==> config.mk <==
export PLATFORM = sky130hd
export DESIGN_NAME = prng_burst_ctrl
export DESIGN_NICKNAME = d
export VERILOG_FILES = /design/src/rtl/prng_burst_ctrl.sv
export SDC_FILE = /design/constraint.sdc
export NUM_CORES = 1
export LEC_CHECK = 0
export ABC_CLOCK_PERIOD_IN_PS = 3700
export CORE_MARGIN = 4
export CORE_UTILIZATION = 25
export DETAILED_ROUTE_END_ITERATION = 6
export PLACE_DENSITY_LB_ADDON = 0.3
export SETUP_SLACK_MARGIN = 0.3
export SLEW_MARGIN = 25
export SYNTH_ARGS = -nofsm -noshare
export SYNTH_HDL_FRONTEND = slang
export SYNTH_SLANG_ARGS = --single-unit
==> constraint.sdc <==
create_clock -name clk -period 3.7 [get_ports clk]
set_input_delay 0.74 -clock clk [delete_from_list [all_inputs] [get_ports clk]]
set_output_delay 0.74 -clock clk [all_outputs]
set_load 0.03 [all_outputs]
==> src/rtl/prng_burst_ctrl.sv <==
// Round-robin arbiter that seeds a shared PRNG and streams a burst of words per grant.
// Optional PRNG_REJECT_EN: reject samples whose low QW bits are >= Q and emit the QW-bit field.
module prng_burst_ctrl #(
    parameter int N  = 4,
    parameter int LW = 8,
    parameter int Q  = 3329,
    parameter int QW = 12
) (
    input  logic              clk,
    input  logic              rst_n,
    input  logic [N-1:0]      req,
    input  logic [16*N-1:0]   req_seed,
    input  logic [LW*N-1:0]   req_len,
    output logic [N-1:0]      grant,
    output logic [N-1:0]      done,
    output logic              out_valid,
    output logic [15:0]       out_data,
    input  logic              out_ready,
    output logic              prng_ivalid,
    output logic [15:0]       prng_seed,
    input  logic [15:0]       prng_data
);
    localparam int PW = (N > 1) ? $clog2(N) : 1;

    typedef enum logic [2:0] {IDLE, SEED, WARM, RUN, DONE} state_t;
    state_t state, state_nxt;

    logic [PW-1:0] ptr, owner, sel_idx;
    logic          sel_found;
    logic [15:0]   seed_r;
    logic [LW-1:0] len_r, count;
    logic          accept;
    logic [15:0]   sample;
    logic          hs;

    // Rotating priority: first set req bit at or above ptr, wrapping.
    always_comb begin
        int j;
        sel_found = 1'b0;
        sel_idx   = '0;
        j         = 0;
        for (int k = 0; k < N; k++) begin
            j = int'(ptr) + k;
            if (j >= N) j = j - N;
            if (!sel_found && req[j]) begin
                sel_found = 1'b1;
                sel_idx   = PW'(j);
            end
        end
    end

`ifdef PRNG_REJECT_EN
    assign accept = (prng_data[QW-1:0] < QW'(Q));
    assign sample = {{(16-QW){1'b0}}, prng_data[QW-1:0]};
`else
    logic unused_cfg;
    assign unused_cfg = ^{32'(Q), 32'(QW)};
    assign accept     = 1'b1;
    assign sample     = prng_data;
`endif

    always_ff @(posedge clk or negedge rst_n) begin
        if (!rst_n) state <= IDLE;
        else        state <= state_nxt;
    end

    always_comb begin
        state_nxt   = state;
        out_valid   = 1'b0;
        out_data    = 16'h0;
        prng_ivalid = 1'b0;
        prng_seed   = 16'h0;
        hs          = 1'b0;
        case (state)
            IDLE: if (sel_found) state_nxt = SEED;
            SEED: begin
                prng_ivalid = 1'b1;
                // An all-zero seed would lock the LFSR at zero forever.
                prng_seed   = (seed_r == 16'h0) ? 16'hACE1 : seed_r;
                state_nxt   = WARM;
            end
            WARM: state_nxt = (len_r == '0) ? DONE : RUN;
            RUN: begin
                if (accept) begin
                    out_valid = 1'b1;
                    out_data  = sample;
                    if (out_ready) begin
                        hs = 1'b1;
                        if (count + LW'(1) == len_r) state_nxt = DONE;
                    end else begin
                        // No PRNG enable: reload current state to hold it.
                        prng_ivalid = 1'b1;
                        prng_seed   = prng_data;
                    end
                end
            end
            DONE: state_nxt = IDLE;
            default: state_nxt = IDLE;
        endcase
    end

    always_ff @(posedge clk or negedge rst_n) begin
        if (!rst_n) begin
            grant  <= '0;
            done   <= '0;
            ptr    <= '0;
            owner  <= '0;
            seed_r <= '0;
            len_r  <= '0;
            count  <= '0;
        end else begin
            done <= '0;
            case (state)
                IDLE: if (sel_found) begin
                    grant  <= N'(1) << sel_idx;
                    owner  <= sel_idx;
                    seed_r <= req_seed[16*int'(sel_idx) +: 16];
                    len_r  <= req_len[LW*int'(sel_idx) +: LW];
                    count  <= '0;
                end
                RUN:  if (hs) count <= count + LW'(1);
                DONE: ptr <= (owner == PW'(N-1)) ? '0 : owner + PW'(1);
                default: ;
            endcase
            if (state_nxt == DONE && state != DONE) begin
                done  <= grant;
                grant <= '0;
            end
        end
    end
endmodule

Word-level counts from Yosys, hierarchy flattened

Cells that the tools add are included.

Add/sub/neg operators: 9
Order comparisons: 8
Eq/ne operators: 10
Shift-type cells: 3
Muxes and demuxes: 46
Reductions and logical operators: 16

Operator list:

| operator              | number |
|---|---|
| $lt A32 B4 Y1 const B | 4 |
| $mux W32              | 4 |
| $shiftx A64 B7 Y16    | 1 |
| $mux W16              | 3 |
| $pmux W16 S2          | 1 |
| $shiftx A32 B6 Y8     | 1 |
| $logic_not A16 Y1     | 1 |
| $mux W1               | 16 |
| $mux W4               | 4 |
| $mux W8               | 2 |
| $pmux W8 S2           | 1 |
| $mux W3               | 4 |
| $pmux W3 S4           | 1 |
| $sub A3 B3 Y4 const B | 3 |
| $mux W2               | 5 |
| $ge A3 B3 Y1 const B  | 3 |
| $add A8 B1 Y8 const B | 1 |
| $bmux W1 S2           | 4 |
| $eq A8 B8 Y1          | 1 |
| $logic_not A8 Y1      | 1 |
| $add A2 B2 Y3 const B | 2 |
| $eq A3 B2 Y1 const B  | 2 |
| $eq A3 B3 Y1 const B  | 2 |
| $reduce_bool A2 Y1    | 3 |
| 15 further kinds      | 22 |

Bits in registers: 47
Input port bits: 119
Output and inout bits: 42
Word-level logic and storage cells: 100

Depth between registers and ports, before layout

Depth after elaboration: 21
Depth in mapped cells: 8
Gate-level depth less buffers: 7

Worst setup path after synthesis

No wires, ideal clock.

Path kind: reg-to-output
Start: register state[0]
End: output port prng_seed[14]
Arrival time: 1.715 ns
Required time: 2.960 ns
Setup slack: 1.245 ns
Stages on the path, launching flop included: 5
Path buffers: 1
Path through: dfrtp_1 nor2b_1 clkbuf_1 and3_1 a22o_1

Cells in the longest elaborated chain, start to end: 2
Elaborated cells on any way between the ends: 3
Classes of those cells: eq/ne: 2; mux: 1

Ends and longest elaborated chain:

| what                                         | line | text |
|---|---|---|
| start: declaration                           | 26   | `state_t state, state_nxt;` |
| start signal: assignment                     | 64   | `else state <= state_nxt;` |
| $eq A3 B2 Y1 or $eq A3 B1 Y1 (tied branches) | 74   | `case (state)` |
| $pmux W16 S2 *                               | 74   |  |
| end: declaration                             | 20   | `output logic [15:0] prng_seed,` |

Every way passes the cells marked *; elsewhere a longest branch is shown, timed or not.

Worst setup path after layout

Start: input port out_ready
End: output port prng_seed[10]

Cells in the longest elaborated chain, start to end: 2

Ends and longest elaborated chain:

| what               | line | text |
|---|---|---|
| start: declaration | 18   | `input logic out_ready,` |
| $mux W16           | 87   | `if (out_ready) begin` |
| $pmux W16 S2       | 74   |  |

Every way passes these cells.

==> key figures <==
Status
  • Status: complete, no violations

Worst setup path
  • CP Capture Type: primary output
  • WS Path Type: in -> out
  • Reg-to-reg startpoint: count[0]$_DFFE_PN0P_
  • CP Capture Point: prng_seed[10]
  • R2R setup slack: 1.29 ns
  • Critical R2R Capture: grant[2]$_DFFE_PN0P_
  • Worst Path Required: slightly below 3 ns
  • Crit Path Max Fanout: 12
  • Data arrival, critical path: 2.62 ns
  • R2R depth: 7
  • CP startpoint kind: input pin
  • Crit path from: out_ready

Clock tree
  • Root buffer cell: clkbuf_16
  • TritonCTS clock tree: built
  • Total clock sinks: 47
  • Post-CTS Setup Inserts: 0
  • Num CTS Buffers: 5
  • Worst-path clk slew: 0.06 ns
  • Worst skew pair latency: 0.29 ns
  • Max clock buf depth: 2
  • Hold_buf cts: 0
  • H-tree Lvls: 2

Timing
  • Final setup viols: 0
  • RSZ-0062 raised after global routing: yes
  • Setup TNS: 0 ns
  • Skew final: 0.00596 ns
  • Max-slew violations: 0
  • Worst rel slew slack: 0.489
  • Worst Tran Pin Value: ~0.77 ns
  • Period utilization: 0.907
  • Fin crit period: roughly 3.4 ns
  • Achievable Freq: 0.298 GHz
  • Fin. Hold Viols: 0

Detailed routing
  • Vias: 3323
  • Drt via density: roughly 5.0
  • First drt pass iteration count: 4
  • Routed Antenna Nets: 0
  • Routed wire length per instance: 17.5 um
  • Total Wirelength: 11.7 mm
  • DRC viols: 0
  • First-iteration detailed-routing DRC count: 104

Run
  • Max-Cap Viols: 0

Floorplanning
  • Die area: 0.0157 mm^2
  • I/O Pins: 161
  • Die Y: about 130 um
  • Num rows: 42
  • Core area: 0.0133 mm^2
  • Starting Density: 0.257
  • Die width: 125 um

Pwr
  • Internal: 1950 uW
  • Sequential Power Share: 0.297
  • Psw: 1470 uW
  • Peak VDD IR: 0.312 mV
  • Total power: approximately 3400 uW
  • Switch share: 0.431
  • Clock power share: 0.154
  • PD cells: 634 mW/mm^2
  • Comb power frac: 0.549
  • Leak pwr: approximately 0.0021 uW

GRT
  • Largest net degree at the start of global routing: 52
  • Total track usage: 0.143
  • Congestion Overflow GR: 0
  • Vias in the first global route: 3459
  • Initial antenna violation count: 0
  • First-pass GRT wire length: ~18 mm

Placed design
  • PortBufs: 160
  • GP Congestion: 0.851
  • Post-DP HPWL: 9.13 mm

Final layout
  • Nets: 610
  • Final Core Density: 0.404
  • Layout cells sized above 1: 0.118
  • ANT cells: 0
  • Area grow syn2layout: 56.9%

Synthesis
  • Synth area leaders: dfrtp_1 (34%), mux2i_1 (21%), mux2_2 (8.8%)
  • Post-synth top area share: 0.342
  • Synth warnings: 0
  • Most area-hungry cell type in the Yosys netlist: dfrtp_1
  • Post-Syn Area per Cell: 10.1 um^2
  • Seq/Total Area, Yosys: 0.342
  • Main synth FF type: dfrtp_1
  • Number of synthesized flops with an enable pin: 0
  • Post-synthesis async set-or-reset flop share: 1.00
  • Mapped Area: 0.00344 mm^2
  • FF+latch count, synth: 47
  • Distinct cells, synth: 51
  • Mapped Cells: 339
  • Net Count, Synth: 460

Hold path
  • Hold Path Class: in -> async
-- metal layers --
layer,routed length (um),part of all wire,vias to the layer above,GRT usage
met5,0,0,-,0
met4,133,0.011,0,0.0287
met3,782,0.067,12,0.0397
met2,5710,0.49,127,0.244
met1,5040,0.43,1612,0.183
li1,-,-,1572,-
-- critical path: stages --
cell and delay, ns:
clkdlybuf4s50_1 0.54, inv_1 0.42, o2bb2ai_1 0.21, clkdlybuf4s50_1 0.71
-- sequential cells by signal, summed over array words and instances, names as in the netlist --
register / flops
grant: 4
owner: 2
count: 8
state: 3
done: 4
len_r: 8
seed_r: 16
ptr: 2
-- layout by cell type, fill, tap and decap left out, types with 2 or more instances in the layout --
master	n
clkbuf_16	5
xor2_1	3
nor4_1	7
nand3b_1	2
o21ai_0	10
nor3_1	4
nor2b_1	5
a32o_1	2
nand3_1	11
ha_1	2
nand2_1	13
nor2_1	19
nor3b_1	2
and3_1	17
mux2i_1	73
buf_4	8
nand2b_1	3
buf_12	3
o31ai_1	2
clkdlybuf4s50_1	154
dfrtp_1	47
a22o_1	10
mux2_2	27
inv_1	8
xnor2_1	5
o2bb2ai_1	10
a21oi_1	10
-- power by group through the flow --
stage | Combinational (uW) | Sequential, uW | Clock [uW]
2_1_floorplan | 1250 | 909 | 0
3_3_place_gp | 1870 | 1020 | 0
3_5_place_dp | 1880 | 1020 | 0
4_1_cts | 1900 | 1010 | 537
5_1_grt | 2020 | 1050 | 559
6_report | 1880 | 1020 | 526
-- through the flow --
| stage | cell area [um^2] | std cells | worst slack (ns) | hold slack [ns] |
|---|---|---|---|---|
| after floorplan | 3440 | 339 | 1.24 | 0.444 |
| after global placement | 5200 | 657 | 0.354 | 0.481 |
| after detailed placement | 5220 | 658 | 0.321 | 0.481 |
| after CTS | 5390 | 666 | 0.313 | 0.459 |
| after global routing | 5390 | 666 | 0.242 | 0.486 |
| final | 5390 | 666 | 0.343 | 0.440 |
-- timing repair --
action,in CTS,in global routing
endpoints found under the setup margin,0,9
endpoints found under the hold margin,0,0
gates resized for setup,0,1
-- cells in the mapped netlist (8+ instances only) --
library cell	count
mux2i_1	73
nand2_1	13
o2bb2ai_1	10
mux2_2	27
nor2_1	19
a22o_1	10
o21ai_0	10
nand3_1	11
and3_1	17
a21oi_1	11
clkbuf_1	10
inv_1	8
dfrtp_1	47
-- logic make-up after synthesis --
| logic type | count (synthesis) | share of synthesized area |
|---|---|---|
| adder cells (fa/ha/maj) | 2 | 0.00728 |
| multiplexers | 100 | 0.301 |
| AND/OR/NAND/NOR | 91 | 0.143 |
| XOR/XNOR | 8 | 0.0204 |
| AO/OA/AOI/OAI | 59 | 0.139 |
| flip-flops | 47 | 0.342 |
| buffers and inverters | 32 | 0.0462 |
-- worst min path at each step --
stage	startpoint	to	slack, ns	cells after the start
final	rst_n	len_r[7]$_DFFE_PN0P_	0.44	1
after CTS	rst_n	ptr[0]$_DFFE_PN0P_	0.46	1
after global routing	rst_n	ptr[0]$_DFFE_PN0P_	0.49	1
after detailed placement	owner[0]$_DFFE_PN0P_	ptr[0]$_DFFE_PN0P_	0.48	1
after floorplan	rst_n	count[0]$_DFFE_PN0P_	0.44	0
after global placement	owner[0]$_DFFE_PN0P_	ptr[0]$_DFFE_PN0P_	0.48	1
-- final cells by class --
| cell class | instances | area, um^2 |
|---|---|---|
| Clock inverter | 3 | 46.3 |
| Timing Repair Buffer | 166 | 1670 |
| Fill cell | 1355 | 7960 |
| Inverter | 9 | 33.8 |
| Tap cell | 176 | 220 |
| Clock buffer | 5 | 125 |
| Multi-Input combinational cell | 260 | 2120 |
| Sequential cell | 47 | 1180 |
(Power assumes the default switching activity.)
==> RTL change, RTL diff (same settings) <==
Build with the macro `PRNG_REJECT_EN` defined.
--- a/src/rtl/prng_burst_ctrl.sv
+++ b/src/rtl/prng_burst_ctrl.sv
@@ -2,2 +2,4 @@
 // Optional PRNG_REJECT_EN: reject samples whose low QW bits are >= Q and emit the QW-bit field.
+`define PRNG_REJECT_EN
+
 module prng_burst_ctrl #(
Behaviour: not the same (a bounded check fails within 4 cycles, from zero or initial values and one cycle with rst_n low).
==> RTL change against the original RTL <==
Sequential power shrank 6%; worst setup slack improved by 0.13 ns; fmax is 4.1% higher; routed wire length rose by 3.0%; synthesized area down 0.66%; total power is 15% lower; design area grew 0.14%; critical endpoint is now out_data[8]; critical path type unchanged; first-iteration DRC count up 32%; highest routed layer unchanged; sequential cell count unchanged.
==> RTL change: results (changes against the original RTL) <==
The inverter count is 3 (-6). The count of input and output buffers is 156 (-2.5%). The share of cell area taken by multi-input logic gates was 39.44% (+0.061 points). The via count of the first global-routing pass is 3784 (+9.4%).

The clock-cell share of area is 2.943% (-0.24 points). The final period utilization came out at 87.15% (-3.6 points). The switching component of the power is 1.208 mW (-18%). The minimum hold slack is 0.5025 ns (+0.06265 ns). The worst clock skew came out at 0.004057 ns (-0.001904 ns). The routed wirelength normalized by instance count is 16.38 µm (-6.6%). The met2 routing resource usage after global routing came out at 27.00% (+2.6 points). The largest vdd supply drop came out at 0.1845 mV (-41%). In this run the critical register-to-register path is captured at state[0]. The detailed placer's ending HPWL is 9.541 mm (+4.4%). The initial detailed-routing violation count is 137 (+32%). Ranked by instance count, the synthesized netlist is headed by sky130_fd_sc_hd__nand2_1 (54), sky130_fd_sc_hd__nor2b_1 (53), sky130_fd_sc_hd__a211oi_1 (49), sky130_fd_sc_hd__dfrtp_1 (47), sky130_fd_sc_hd__o31ai_1 (26). The clock network power came to 0.498 mW (-5.3%). The aggregate global-route resource usage came out at 15.35% (+1.0 points).

The sequential share of the synthesized area is 34.44% (+0.23 points). The arrival time of data at the critical path endpoint was 2.48 ns (-0.14 ns). The multi-input gate count came out at 326 (+25%).

The largest incremental delay on the critical path is 0.45 ns (-0.26 ns). The met1 layer usage reported by global route came out at 19.29% (+1.0 points). The number of distinct library cells after synthesis is 49 (-3.9%). The count of nets after finishing was 679 (+11%). The flip-flop and latch power came out at 0.963 mW (-6%). The actual slew at the worst max-slew pin is 0.8450 ns (+0.07824 ns). The power per standard cell area came out at 535.5 mW/mm² (-16%).

The final estimated routing congestion in global placement is 0.8577 (+0.74%). The final routed wirelength across all metal layers is 12.02 mm (+3.0%). The buffering overhead was 31.54% (+0.63 points).

The global routing met3 resource utilization is 2.787% (-1.2 points). The maximum number of pins on one net before global-route repair came to 42 (-19%). The cell depth of the worst flop-to-flop path is 7 (unchanged). The worst slack at placement is 0.1852 ns (-0.1360 ns). The leakage power summed over all cells is 2.243 nW (+4.8%). The total setup buffers inserted after CTS is 3 (+3).

The global-route wire length before repair came to 19.77 mm (+7.1%). The number of ordinary and repair buffers in the finished layout came out at 175 (+5.4%). The flow ran to the end, and the final reports show no timing, DRC or antenna violations.

The via count of the routed design is 3584 (+7.9%). The beginning of the critical path is prng_data[4]. The classification of the worst-slack hold path is reg2reg.

The count of fill cells added during filler insertion came out at 1363 (+0.59%).
-- RTL change: changes by cell type in the layout (fill, tap and decap cells not counted), sizes merged, moves of 8 or more --
cell	unedited run	this run
buf	12	50
o2bb2ai	10	0
and3	19	3
and2	1	13
a21oi	11	3
mux2	27	2
o31ai	3	26
o21ai	10	30
a211oi	0	49
nor2b	5	53
nand2	13	55
mux2i	73	0
clkdlybuf4s50	154	119
-- RTL change: cells by family after synthesis --
group           count (synthesis)  share of synthesized area (%)
fa+ha+maj                       2                         0.7328
flops                          47                          34.44
other cells                     1                         0.1098
simple gates                  176                          28.29
xor+xnor                       13                          3.335
buf+inv                        37                          5.277
compound gates                129                          27.15
mux                             2                         0.6595
-- RTL change: per-layer routing --
| layer | wire [µm] | vias to the layer above |
|---|---|---|
| met2 | 6129 | 106 |
| li1 | - | 1775 |
| met5 | 0 | - |
| met3 | 516 | 17 |
| met4 | 210 | 0 |
| met1 | 5164 | 1686 |
